[config.mk]
export PLATFORM = sky130hd
export DESIGN_NAME = st_pkt_arbiter
export DESIGN_NICKNAME = d
export VERILOG_FILES = /design/src/rtl/st_pkt_arbiter.sv
export SDC_FILE = /design/constraint.sdc
export NUM_CORES = 1
export LEC_CHECK = 0
export CAP_MARGIN = 10
export CELL_PAD_IN_SITES_DETAIL_PLACEMENT = 1
export CELL_PAD_IN_SITES_GLOBAL_PLACEMENT = 1
export CORE_MARGIN = 2
export CORE_UTILIZATION = 34
export DETAILED_ROUTE_END_ITERATION = 8
export PLACE_DENSITY = 0.95
export SYNTH_ARGS = -nofsm -noshare
export SYNTH_HDL_FRONTEND = slang
export SYNTH_SLANG_ARGS = --single-unit
[constraint.sdc]
create_clock -name clk_st -period 3.3 [get_ports clk_st]
set_clock_uncertainty 0.15 [all_clocks]
set_input_delay 0.66 -clock clk_st [delete_from_list [all_inputs] [get_ports clk_st]]
set_output_delay 0.66 -clock clk_st [all_outputs]
set_load 0.05 [all_outputs]
[src/rtl/st_pkt_arbiter.sv]
// st_pkt_arbiter: round-robin packet arbiter merging N_SRC Avalon-ST turbo decoder streams into one
module st_pkt_arbiter #(
    parameter int N_SRC     = 4,
    parameter int ST        = 8,
    parameter int PKT_BEATS = 128,
    parameter int GW        = $clog2(N_SRC)
) (
    input  logic                clk_st,
    input  logic                rst_n,
    input  logic                cfg_en,
    input  logic [N_SRC*ST-1:0] src_data,
    input  logic [N_SRC-1:0]    src_valid,
    input  logic [N_SRC-1:0]    src_sop,
    input  logic [N_SRC-1:0]    src_eop,
    output logic [N_SRC-1:0]    src_ready,
    output logic [ST-1:0]       dst_data,
    output logic                dst_valid,
    output logic                dst_sop,
    output logic                dst_eop,
    input  logic                dst_ready,
    output logic [GW-1:0]       grant_id,
    output logic                busy,
    output logic                len_err,
    output logic [15:0]         pkt_cnt
);
    localparam int BW = $clog2(PKT_BEATS);
    localparam logic [BW-1:0] LAST_BEAT = BW'(PKT_BEATS - 1);

    typedef enum logic {IDLE, XFER} state_t;

    state_t         r_state, w_next;
    logic [GW-1:0]  r_grant, r_last, w_pick, w_idx;
    logic [BW-1:0]  r_cnt;
    logic [15:0]    r_pkt_cnt;
    logic           r_len_err;
    logic [N_SRC-1:0] w_req;
    logic           w_found, w_start, w_xfer, w_done, w_src_eop;

    assign w_req     = src_valid & src_sop;
    assign w_start   = (r_state == IDLE) & cfg_en & w_found;
    assign w_xfer    = dst_valid & dst_ready;
    assign w_done    = w_xfer & dst_eop;
    assign w_src_eop = src_eop[r_grant];
    assign grant_id  = r_grant;
    assign busy      = (r_state == XFER);
    assign len_err   = r_len_err;
    assign pkt_cnt   = r_pkt_cnt;

    // Round-robin search: first SOP requester after the last granted source
    always_comb begin
        w_pick  = '0;
        w_found = 1'b0;
        w_idx   = r_last;
        for (int k = 0; k < N_SRC; k++) begin
            w_idx = (w_idx == GW'(N_SRC - 1)) ? '0 : w_idx + 1'b1;
            if (!w_found && w_req[w_idx]) begin
                w_pick  = w_idx;
                w_found = 1'b1;
            end
        end
    end

    // Next state and stream steering; IDLE drains orphan non-SOP beats
    always_comb begin
        w_next    = r_state;
        src_ready = src_valid & ~src_sop;
        dst_data  = '0;
        dst_valid = 1'b0;
        dst_sop   = 1'b0;
        dst_eop   = 1'b0;
        if (r_state == IDLE) begin
            if (w_start) w_next = XFER;
        end else begin
            src_ready          = '0;
            src_ready[r_grant] = dst_ready;
            dst_data           = src_data[r_grant*ST +: ST];
            dst_valid          = src_valid[r_grant];
            dst_sop            = src_sop[r_grant] & (r_cnt == '0);
            dst_eop            = src_eop[r_grant] | (r_cnt == LAST_BEAT);
            if (dst_valid && dst_ready && dst_eop) w_next = IDLE;
        end
    end

    // State register
    always_ff @(posedge clk_st) begin
        if (!rst_n) r_state <= IDLE;
        else        r_state <= w_next;
    end

    // Grant capture, beat counting, packet counting and length-violation pulse
    always_ff @(posedge clk_st) begin
        if (!rst_n) begin
            r_grant   <= '0;
            r_last    <= GW'(N_SRC - 1);
            r_cnt     <= '0;
            r_pkt_cnt <= '0;
            r_len_err <= 1'b0;
        end else begin
            r_len_err <= w_done & ~(w_src_eop & (r_cnt == LAST_BEAT));
            if (w_start) begin
                r_grant <= w_pick;
                r_cnt   <= '0;
            end
            if (w_xfer) r_cnt <= r_cnt + 1'b1;
            if (w_done) begin
                r_last    <= r_grant;
                r_pkt_cnt <= r_pkt_cnt + 16'd1;
            end
        end
    end
endmodule

Word level (Yosys, flattened, before mapping)

Index checks and enable logic that the tools add are counted.

Add/sub/neg operators: 6
Multipliers: 0
Divide/modulo/power cells: 0
Magnitude comparators: 6
Equality and inequality tests: 5
Shift operators: 1
Multiplexer cells: 38
Bitwise operators: 14
Reductions and logical operators: 11

Operators by type and width:

| cell                                                              | number |
|---|---|
| indexed part select 32 x 6 -> 8 bit                               | 1 |
| 2-to-1 mux 1 bit                                                  | 18 |
| adder 16 x 1 -> 16 bit, second input constant                     | 1 |
| 2-to-1 mux 2 bit                                                  | 8 |
| < comparator 2 x 3 -> 1 bit, second input constant                | 5 |
| binary-select mux 1 bit (select 2 bit)                            | 7 |
| 2-to-1 mux 7 bit                                                  | 2 |
| bitwise AND 4 bit                                                 | 3 |
| adder 2 x 1 -> 2 bit, second input constant                       | 4 |
| == test 2 bit, second input constant                              | 4 |
| 2-to-1 mux 8 bit                                                  | 1 |
| adder 7 x 1 -> 7 bit, second input constant                       | 1 |
| bitwise AND 1 bit                                                 | 7 |
| == test 7 bit, second input constant                              | 1 |
| zero test 7 bit                                                   | 1 |
| logical AND 1 bit                                                 | 6 |
| 2-to-1 mux 4 bit                                                  | 1 |
| inverter 4 bit                                                    | 1 |
| zero test 1 bit                                                   | 3 |
| demux 1 bit (select 2 bit)                                        | 1 |
| greater-or-equal comparator 2 x 1 -> 1 bit, second input constant | 1 |
| inverter 1 bit                                                    | 2 |
| nonzero test 2 bit                                                | 1 |
| bitwise OR 1 bit                                                  | 1 |

Register bits: 29
Latch bits: 0
Bits in writable memories: 0
ROM bits: 0
Input port bits: 48
Output and inout bits: 35
Word-level logic and storage cells: 87
Memories: 0

Longest topological paths before layout

Depth after elaboration: 17
Depth in mapped cells: 7
Mapped depth without buffers: 5

Least setup slack after synthesis

OpenSTA, ideal clock, no wires.

Path kind: register to output
From: reg r_grant[0] (netlist: grant_id[0])
To: out dst_valid
Data arrival time: 2.300 ns
Required time: 2.490 ns
Slack: 0.190 ns
Stages on the path, launching flop included: 5
Path through: dfxtp_1 -> buf_6 -> buf_2 -> nor2_1 -> nor3b_1

Cells in the longest elaborated chain, start to end: 3

Ends and longest elaborated chain:

| item                                   | line | text |
|---|---|---|
| start, declared                        | 32   | `logic [GW-1:0] r_grant, r_last, w_pick, w_idx;` |
| start signal, assigned                 | 101  | `r_grant <= w_pick;` |
| binary-select mux 1 bit (select 2 bit) | 77   | `dst_valid = src_valid[r_grant];` |
| 2-to-1 mux 1 bit (implied by the code) | 77   |  |
| 2-to-1 mux 1 bit                       | 71   | `if (r_state == IDLE) begin` |
| end, declared                          | 17   | `output logic dst_valid,` |

No other way between the ends. The select of a mux whose other input is x is not followed.

Worst setup path in the final report

From: in src_eop[3]
To: out dst_eop

Cells in the longest elaborated chain, start to end: 4

Ends and longest elaborated chain:

| item                                   | line | text |
|---|---|---|
| start, declared                        | 14   | `input logic [N_SRC-1:0] src_eop,` |
| binary-select mux 1 bit (select 2 bit) | 79   | `dst_eop = src_eop[r_grant] \| (r_cnt == LAST_BEAT);` |
| 2-to-1 mux 1 bit (implied by the code) | 79   |  |
| bitwise OR 1 bit                       | 79   |  |
| 2-to-1 mux 1 bit                       | 71   |  |
| end, declared                          | 19   | `output logic dst_eop,` |

No other way between the ends. The select of a mux whose other input is x is not followed.

==> results.cfg <==
[cts]
cts_buffers = 5
cts_resized = 0
cts_max_level = 2
cts_buffer_depth = 2
worst_skew_pair.late_latency_ns = 0.28
clk_pin_slew_worst_paths_ns = 0.07
hold_buffers = 0
clock-sinks = 29
post_cts.repair.setup_buffers = 0
root_buffer = clkbuf_8
cts_tree = done

[worst_setup_path]
crit_arrival_ns = 2.05
criticalPathCategory = in -> out
r2r-end = pkt_cnt[9]
crit_chain = clkdlybuf4s50_1 > mux4_2 > a41oi_4 > nor2b_1 > buf_4
cp.required_ns = 2.49
cpMaxStageDelayCell = mux4_2
crit_family = buffers and inverters
regToRegSetupSlack_ns = 0.92
crit_buf_inv = 2
critPathMaxStageDelay_ns = 0.53
cp-end-kind = output port
ff2ff_path_depth = 5
reg2reg_from = grant_id[1]
start_kind = input port
crit_fanout = 2

[power]
power.density_nw_per_um2 = 321.9
internal_power_mw = 0.6695
p_switching_mw = 0.2970
power_frac_comb_pct = 28.7
p_seq_share_pct = 37.6
p_leak_nw = 1.047
irDropWorstVdd_v = 0.0001924
pwr-share-clk_pct = 33.8
swShare_pct = 30.73

[final_layout]
drive_gt1_share_pct = 14.65
area_growth_pct = 46.79
final_cells = 389
antenna_cells = 0
final_common_cell = clkdlybuf4s50_1
fin_nets = 365
final_cell_mix = clkdlybuf4s50_1 (67), dfxtp_1 (29), nand2_1 (23), a21oi_1 (20), buf_4 (20)
final_area_um2 = 3003
fin_util_pct = 51.33

[yosys]
ys_seq_area_share_pct = 28.38
syn_nets = 288
yosys_most_used_dff = dfxtp_1
synth.distinct_cells = 44
yosysTopAreaCellShare_pct = 28.38
syn_inst = 236
ys_warn_count = 0
synth_area_um2 = 2046
synth-seq-cells = 29
synth_edf_count = 0
synth_largest_area_cell = dfxtp_1
synth_area_leaders = dfxtp_1 (28%), mux4_2 (11%), a21oi_1 (4.9%)
ys_async_sr_fraction_pct = 0
synth_area_per_cell_um2 = 8.668

[timing]
slew_headroom_pct = 52.92
min_period_over_period_pct = 86.65
hold_viol_final = 0
tightestPinTransition_ns = 0.7054
slew_violations = 0
finalSetupViolCount = 0
fmax_mhz = 349.7
rsz0062_at_grt = false
period_minus_slack_ns = 2.860
setup_tns_ns = 0

[global_route]
grt_use_total_pct = 22.11
grt_overflow = 0
grt_max_degree = 40
grt_pass1_wl_um = 11320
antenna_found_initial = 0
grt_pass1_vias = 2307

[routing]
routed_wl_um = 7064
antenna_left = 0
via_per_inst = 5.774
wl_per_cell_um = 18.16
vias = 2246
first_pass_iters = 4
drt-initial-drc-count = 107
drcViolationCount = 0

[placement]
routabilityCongestion = 0.9086
placed_area_um2 = 2902
dp.cells = 381
io_buffers = 82
dpl.hpwl_um = 5248

[flow_run]
cap_viol_max_count = 0

[floorplanning]
die-area_um2 = 6654
ioPinCount = 83
core_um2 = 5851
die_y_um = 81.57
initial_core_util_pct = 34.97
row_count = 28
fp.dieW_um = 81.57

[min_path]
hold_class = reg -> reg
whs_path_depth = 2
holdPathEnd = pkt_cnt[15]
min_from = pkt_cnt[15]

[status]
outcome = completed
layer usage:
layer	vias to the layer above	global-route usage, %	wire length [um]
li1	1069	-	-
met1	1094	27.38	3018
met2	62	38.11	3586
met3	21	3.297	227
met4	0	9.500	232
met5	-	0	0
cell usage after synthesis (all sizes together) (2+ instances only):
master,count
nor4,2
inv,10
a311oi,4
a211o,2
nand2b,8
buf,11
and2,12
mux2i,4
o21ai,4
o32ai,4
dfxtp,29
nand2,23
or3,2
nor2,5
clkbuf,8
and3,5
o311ai,3
nand3,12
nand4,8
a21oi,20
a22oi,3
mux4,10
ha,4
mux2,2
nor3,4
and4,2
o31ai,11
or4,11
power by group through the flow:
stage | Combinational (mW) | Clock, mW | Sequential (mW)
5_1_grt | 0.294 | 0.348 | 0.364
2_1_floorplan | 0.154 | 0 | 0.376
6_report | 0.277 | 0.326 | 0.363
3_5_place_dp | 0.276 | 0 | 0.371
4_1_cts | 0.278 | 0.331 | 0.363
3_3_place_gp | 0.268 | 0 | 0.370
worst max-delay path by stage:
stage	from	to	slack [ns]	depth (start not counted)
4_1_cts	grant_id[0]	dst_sop	0.43	4
6_report	src_eop[3]	dst_eop	0.44	5
5_1_grt	grant_id[0]	dst_sop	0.37	4
3_3_place_gp	src_eop[3]	dst_eop	0.46	5
2_1_floorplan	grant_id[0]	dst_valid	0.19	4
3_5_place_dp	src_eop[3]	dst_eop	0.44	5
layout make-up:
cell class	count	area [um^2]
Multi-Input combinational cell	178	1329
Tap cell	75	93.84
Clock buffer	7	96.34
Inverter	10	37.54
Clock inverter	1	5.005
Fill cell	686	2848
Timing Repair Buffer	89	860.8
Sequential cell	29	580.6
through the flow:
step                      power, mW  hold slack, ns  worst slack (ns)
after floorplan              0.5299          0.3178            0.1896
after global placement       0.6382          0.3116            0.4557
after detailed placement     0.6468          0.3170            0.4427
after CTS                    0.9716          0.3288            0.4337
after global routing          1.006          0.3625            0.3743
final                        0.9665          0.3247            0.4404
state kept, by name, indices dropped and copies added, names as in the netlist:
signal and count:
grant_id 2, len_err 1, pkt_cnt 16, r_last 2, r_cnt 7, busy 1
cell families (layout without fill, tap and decap cells):
family | Yosys count | after routing | synth area share [%]
and+or+nand+nor | 99 | 99 | 27.22
AOI/OAI and AO/OA | 58 | 58 | 20.55
DFF | 29 | 29 | 28.38
buffers and inverters | 29 | 107 | 6.912
muxes | 16 | 16 | 14.07
adders and majority gates | 4 | 4 | 2.447
xor gates and xnor gates | 1 | 1 | 0.4282
worst min-delay path: stages, from the launching register on:
cell and delay [ns]:
dfxtp_1 0.32, nand2_1 0.06, mux2i_1 0.05
Power figures use the tool's default switching activity.
